File: config.mk
export PLATFORM = sky130hd
export DESIGN_NAME = ps2_keyboard
export DESIGN_NICKNAME = d
export VERILOG_FILES = /design/src/rtl/ps2_pkg.sv /design/src/rtl/ps2_clk_filter.sv /design/src/rtl/ps2_keyboard.sv
export SDC_FILE = /design/constraint.sdc
export NUM_CORES = 1
export LEC_CHECK = 0
export ABC_AREA = 1
export BUFFER_PORTS_ARGS = -buffer_cell sky130_fd_sc_hd__buf_2
export CORE_ASPECT_RATIO = 0.8
export CORE_MARGIN = 1.5
export CORE_UTILIZATION = 60
export CTS_CLUSTER_DIAMETER = 80
export DETAILED_ROUTE_END_ITERATION = 16
export GPL_TIMING_DRIVEN = 0
export PLACE_DENSITY = 0.78
export SLEW_MARGIN = 5
export SYNTH_ARGS = -nofsm -noshare
export SYNTH_HDL_FRONTEND = slang
export SYNTH_HIERARCHICAL = 1
export SYNTH_SLANG_ARGS = --single-unit
File: constraint.sdc
create_clock -name clk -period 2.05 [get_ports clk]
set_input_delay 0.205 -clock clk [delete_from_list [all_inputs] [get_ports clk]]
set_output_delay 0.205 -clock clk [all_outputs]
set_load 0.02 [all_outputs]
File: src/rtl/ps2_pkg.sv
// Shared types and constants for the PS/2 keyboard receiver.
package ps2_pkg;

  typedef enum logic [1:0] {
    IDLE   = 2'd0,
    DATA   = 2'd1,
    PARITY = 2'd2,
    STOP   = 2'd3
  } ps2_state_t;

  localparam int PS2_DATA_BITS  = 8;
  localparam int DOUT_VALID_BIT = 8;
  localparam int DOUT_OVF_BIT   = 9;

endpackage

File: src/rtl/ps2_clk_filter.sv
// Synchronizes the PS/2 pins, debounces the clock line and emits a one-cycle
// pulse on each falling edge of the filtered clock.
module ps2_clk_filter #(
  parameter int FILTER_LEN = 8
) (
  input  logic clk,
  input  logic reset,
  input  logic ps2c,
  input  logic ps2d,
  output logic ps2d_sync,
  output logic fall
);

  localparam int CNT_W = $clog2(FILTER_LEN + 1);

  logic             c_meta_reg, c_sync_reg;
  logic             d_meta_reg, d_sync_reg;
  logic             filt_reg;
  logic [CNT_W-1:0] cnt_reg;
  logic             fall_reg;

  always_ff @(posedge clk) begin
    if (reset) begin
      c_meta_reg <= 1'b1;
      c_sync_reg <= 1'b1;
      d_meta_reg <= 1'b1;
      d_sync_reg <= 1'b1;
      filt_reg   <= 1'b1;
      cnt_reg    <= '0;
      fall_reg   <= 1'b0;
    end else begin
      c_meta_reg <= ps2c;
      c_sync_reg <= c_meta_reg;
      d_meta_reg <= ps2d;
      d_sync_reg <= d_meta_reg;
      fall_reg   <= 1'b0;
      // Any sample back at the current level restarts the run count.
      if (c_sync_reg != filt_reg) begin
        if (cnt_reg == CNT_W'(FILTER_LEN - 1)) begin
          filt_reg <= c_sync_reg;
          cnt_reg  <= '0;
          fall_reg <= ~c_sync_reg;
        end else begin
          cnt_reg <= cnt_reg + 1'b1;
        end
      end else begin
        cnt_reg <= '0;
      end
    end
  end

  assign ps2d_sync = d_sync_reg;
  assign fall      = fall_reg;

endmodule

File: src/rtl/ps2_keyboard.sv
// PS/2 keyboard receiver: frame decoder, watchdog and scan-code FIFO exposed
// as a 16-bit status/data word with a pop-on-ack-edge interface.
import ps2_pkg::*;

module ps2_keyboard #(
  parameter int FIFO_DEPTH     = 4,
  parameter int FILTER_LEN     = 8,
  parameter int TIMEOUT_CYCLES = 100_000
) (
  input  logic        clk,
  input  logic        reset,
  input  logic        ps2c,
  input  logic        ps2d,
  input  logic        ack,
  output logic [15:0] dout
);

  localparam int PTR_W = $clog2(FIFO_DEPTH);
  localparam int CNT_W = PTR_W + 1;
  localparam int WD_W  = $clog2(TIMEOUT_CYCLES + 1);
  localparam int BIT_W = $clog2(PS2_DATA_BITS);

  logic ps2d_sync;
  logic fall;

  ps2_clk_filter #(
    .FILTER_LEN(FILTER_LEN)
  ) u_filter (
    .clk      (clk),
    .reset    (reset),
    .ps2c     (ps2c),
    .ps2d     (ps2d),
    .ps2d_sync(ps2d_sync),
    .fall     (fall)
  );

  ps2_state_t                 state_reg;
  logic [BIT_W-1:0]           bit_cnt_reg;
  logic [PS2_DATA_BITS-1:0]   shift_reg;
  logic                       parity_reg;
  logic [WD_W-1:0]            wd_reg;
  logic                       push_reg;
  logic [PS2_DATA_BITS-1:0]   push_data_reg;

  always_ff @(posedge clk) begin
    if (reset) begin
      state_reg     <= IDLE;
      bit_cnt_reg   <= '0;
      shift_reg     <= '0;
      parity_reg    <= 1'b0;
      wd_reg        <= '0;
      push_reg      <= 1'b0;
      push_data_reg <= '0;
    end else begin
      push_reg <= 1'b0;

      if (fall || state_reg == IDLE)
        wd_reg <= '0;
      else if (wd_reg != WD_W'(TIMEOUT_CYCLES))
        wd_reg <= wd_reg + 1'b1;

      // A stalled partial frame is abandoned once the line has been quiet too long.
      if (state_reg != IDLE && wd_reg == WD_W'(TIMEOUT_CYCLES)) begin
        state_reg <= IDLE;
      end else if (fall) begin
        case (state_reg)
          IDLE: begin
            if (!ps2d_sync) begin
              state_reg   <= DATA;
              bit_cnt_reg <= '0;
            end
          end
          DATA: begin
            shift_reg   <= {ps2d_sync, shift_reg[PS2_DATA_BITS-1:1]};
            bit_cnt_reg <= bit_cnt_reg + 1'b1;
            if (bit_cnt_reg == BIT_W'(PS2_DATA_BITS - 1))
              state_reg <= PARITY;
          end
          PARITY: begin
            parity_reg <= ps2d_sync;
            state_reg  <= STOP;
          end
          STOP: begin
            if (ps2d_sync && (^{shift_reg, parity_reg})) begin
              push_reg      <= 1'b1;
              push_data_reg <= shift_reg;
            end
            state_reg <= IDLE;
          end
          default: state_reg <= IDLE;
        endcase
      end
    end
  end

  logic [PS2_DATA_BITS-1:0] mem_reg [FIFO_DEPTH];
  logic [PTR_W-1:0]         head_reg, tail_reg;
  logic [CNT_W-1:0]         count_reg;
  logic                     ovf_reg;
  logic                     ack_q_reg;
  logic                     empty, full, pop, push_ok;

  assign empty   = (count_reg == '0);
  assign full    = (count_reg == CNT_W'(FIFO_DEPTH));
  assign pop     = ack & ~ack_q_reg & ~empty;
  // A simultaneous pop frees the slot, so a push into a full FIFO still lands.
  assign push_ok = push_reg & (~full | pop);

  always_ff @(posedge clk) begin
    if (push_ok)
      mem_reg[tail_reg] <= push_data_reg;
  end

  always_ff @(posedge clk) begin
    if (reset) begin
      head_reg  <= '0;
      tail_reg  <= '0;
      count_reg <= '0;
      ovf_reg   <= 1'b0;
      ack_q_reg <= 1'b0;
    end else begin
      ack_q_reg <= ack;
      if (push_ok)
        tail_reg <= tail_reg + 1'b1;
      if (pop)
        head_reg <= head_reg + 1'b1;
      case ({push_ok, pop})
        2'b10:   count_reg <= count_reg + 1'b1;
        2'b01:   count_reg <= count_reg - 1'b1;
        default: count_reg <= count_reg;
      endcase
      if (pop)
        ovf_reg <= 1'b0;
      else if (push_reg && full)
        ovf_reg <= 1'b1;
    end
  end

  always_comb begin
    dout                 = 16'h0000;
    dout[DOUT_OVF_BIT]   = ovf_reg;
    dout[DOUT_VALID_BIT] = ~empty;
    if (!empty)
      dout[PS2_DATA_BITS-1:0] = mem_reg[head_reg];
  end

endmodule

==> impl_metrics.yaml <==
yosys:
  yosysWarnings: 6
  yosysTopAreaCell: "dfxtp_1"
  synth-async-reset-ratio_pct: 0
  netlist.area_leader.share_pct: 29.1
  synth.distinct_cells: 38
  synthFlopType: "dfxtp_1"
  yosys_register_bits: 93
  synth_edf_count: 32
  syn_area_mm2: 0.00420
  yosys-top-cells-area: "dfxtp_1 (29%), edfxtp_1 (23%), nor2_1 (7.2%)"
  seq_area_frac_synth_pct: 52.0
  syn_inst: 496
  syn-mean-instance-area_um2: 8.47
finish:
  stdcell_count: 616
  drive_above_1_share_pct: 13.4
  largest_reg_flops: 32
  diodes: 0
  finalNetCount: 543
  finalInstanceArea_mm2: 0.00459
  post-route-util_pct: 67.3
  area_growth_pct: 9.36
setup_path:
  crit_start: "count_reg[0]"
  startpoint_type: "register"
  path_cells: "inv_2 > nand3_4 > nand2_2 > nand2_1 > nand2_1 > buf_4 > nor2_1"
  crit_required_ns: 2.04
  cp_max_fo: 10
  crit_top_cell: "nand2_1"
  worstSetupPathType: "register to register"
  r2r_cells: 7
  cp_slowest_cell: "nor2_1"
  ff2ff_setup_slack_ns: 0.08
  cp_slowest_stage_delay_ns: 0.62
  r2r-end: "mem_reg[0][5]"
  crit_path_end_kind: "register"
  r2r-start: "count_reg[0]"
  cp.arrival_ns: 1.96
worst_hold_path:
  min_to: "u_filter/c_meta_reg"
  worstHoldStart: "ps2c"
  hold_class: "primary input to register"
  hold_path_depth: 2
grt:
  grt_pass1_wl_um: 13100
  antenna_found_initial: 0
  overflow: 0
  grt_max_degree: 16
  track_usage_pct: 22.7
  grt_pass1_vias: 2919
timing:
  setup_tns_ns: 0
  fin_worst_skew_ns: 0.00850
  finalCriticalPeriod_ns: 1.97
  slew_headroom_pct: 46.2
  tightest_slew_ns: 0.804
  setup_viol: 0
  setup_slack_ns: 0.0827
  slew_violations: 0
  fmax_mhz: 508
  fin_crit_sh_pct: 96.0
  hold_viol: 0
pwr:
  power.density_mw_per_mm2: 800
  p_leak_nw: 1.85
  irDropWorstVdd_mv: 0.428
floorplan:
  io_pins: 21
  die_w_um: 96.5
  die_y_um: 77.8
  initial_core_util_pct: 61.5
  die-area_mm2: 0.00751
  core_area_mm2: 0.00682
  rows: 27
place:
  gp_congestion: 0.759
  pre_cts_slack_ns: 0.0527
  place_area_mm2: 0.00440
  detailed_place_hpwl_um: 5460
  place_inst: 602
  placement.io_buffers: 14
run:
  drv_cap: 0
status:
  status: "finished clean"
cts:
  cts_resized: 0
  post_cts_buffers: 0
  clock_sinks: 93
  clockBufferDepth: 2
  cts.htree.levels: 3
  cts-buffers-inserted: 9
  cts_tree: "done"
  clkTransAtPathRegs_ns: 0.09
  clk_latency_ns: 0.36
  cts_hold_buf: 0
  cts-root-buf: "clkbuf_8"
route:
  dr_total_vias: 3158
  dr.pass1.iters: 4
  drc_errors: 0
  first_iter_violations: 175
  detail-route-antenna-nets: 0
  via_per_inst: 5.13
  wirelength_um: 7600
  routedWlPerCell_um: 12.3
-- power by group --
| part | leakage [nW] | internal (mW) | switching (mW) | total, mW |
|---|---|---|---|---|
| registers | 0.714 | 1.92 | 0.0291 | 1.95 |
| logic | 1.05 | 0.162 | 0.374 | 0.536 |
| clock network | 0.0901 | 0.561 | 0.626 | 1.19 |
| total | 1.85 | 2.64 | 1.03 | 3.67 |
-- final cells by class --
class,count,area [um^2]
Fill cell,552,2230
Timing Repair Buffer,14,70.1
Tap cell,87,109
Buffer,16,116
Clock inverter,6,63.8
Inverter,60,225
Multi-Input combinational cell,330,1700
Clock buffer,10,128
Sequential cell,93,2180
-- synth_stat cells, drive strengths merged, types with 2 or more instances --
| library cell | count |
|---|---|
| xor2 | 2 |
| ha | 13 |
| o21ai | 42 |
| or2 | 5 |
| buf | 15 |
| nand4 | 5 |
| nand3 | 26 |
| xnor2 | 3 |
| inv | 60 |
| clkbuf | 3 |
| nor2 | 84 |
| dfxtp | 61 |
| a21oi | 45 |
| edfxtp | 32 |
| nand2 | 83 |
| nor3 | 9 |
-- cell families (layout without fill, tap and decap cells) --
kind of cell	count (synthesis)	count (layout)	share of synthesized area, %
simple gates	214	214	23.1
flops	93	93	52.0
fa+ha+maj	14	14	4.35
compound gates	91	91	11.2
other cells	1	6	0.0893
xor+xnor	5	5	1.04
buf+inv	78	106	8.28
-- critical path, delay by kind of cell (launching register included) --
family                 cells  cell delay, ns
and+or+nand+nor            5            0.93
DFF                        1            0.40
buffers and inverters      2            0.26
-- cell usage in the layout, fill, tap and decap left out, types with 2 or more instances in the layout --
cell	count
buf_4	8
inv_1	55
clkbuf_8	9
inv_2	5
dfxtp_2	2
xor2_1	2
xnor2_1	3
ha_1	13
conb_1	6
nand2_1	76
nor2_1	81
clkbuf_1	2
nor2_2	2
edfxtp_1	32
buf_2	16
nand2_2	4
nand3_2	3
clkinv_4	2
or2_2	4
dfxtp_1	59
o21ai_0	41
buf_6	3
nor3_1	8
a21oi_1	44
nand3_1	22
nand2_4	3
nand4_1	4
-- worst max-delay path by stage --
stage	cells after the start	slack [ns]	to
floorplan	11	0.20	count_reg[2]
global placement	7	0.13	mem_reg[1][4]
detailed placement	7	0.05	mem_reg[0][7]
finish	7	0.08	mem_reg[0][5]
CTS	6	0.02	dout[3]
global route	11	-0.02	count_reg[2]
-- per-stage QoR --
step	power [mW]	hold WS [ns]
floorplan	2.34	0.284
global placement	2.50	0.390
detailed placement	2.51	0.397
CTS	3.68	0.00743
global route	3.84	0.00940
finish	3.67	0.0193
-- metal layers --
metal	GRT usage [%]	up-vias	part of all wire (%)
li1	-	1654	-
met1	30.4	1433	48
met2	35.3	56	46
met3	5.98	15	4.2
met4	7.97	0	1.7
met5	0	-	0
(Power assumes the default switching activity.)
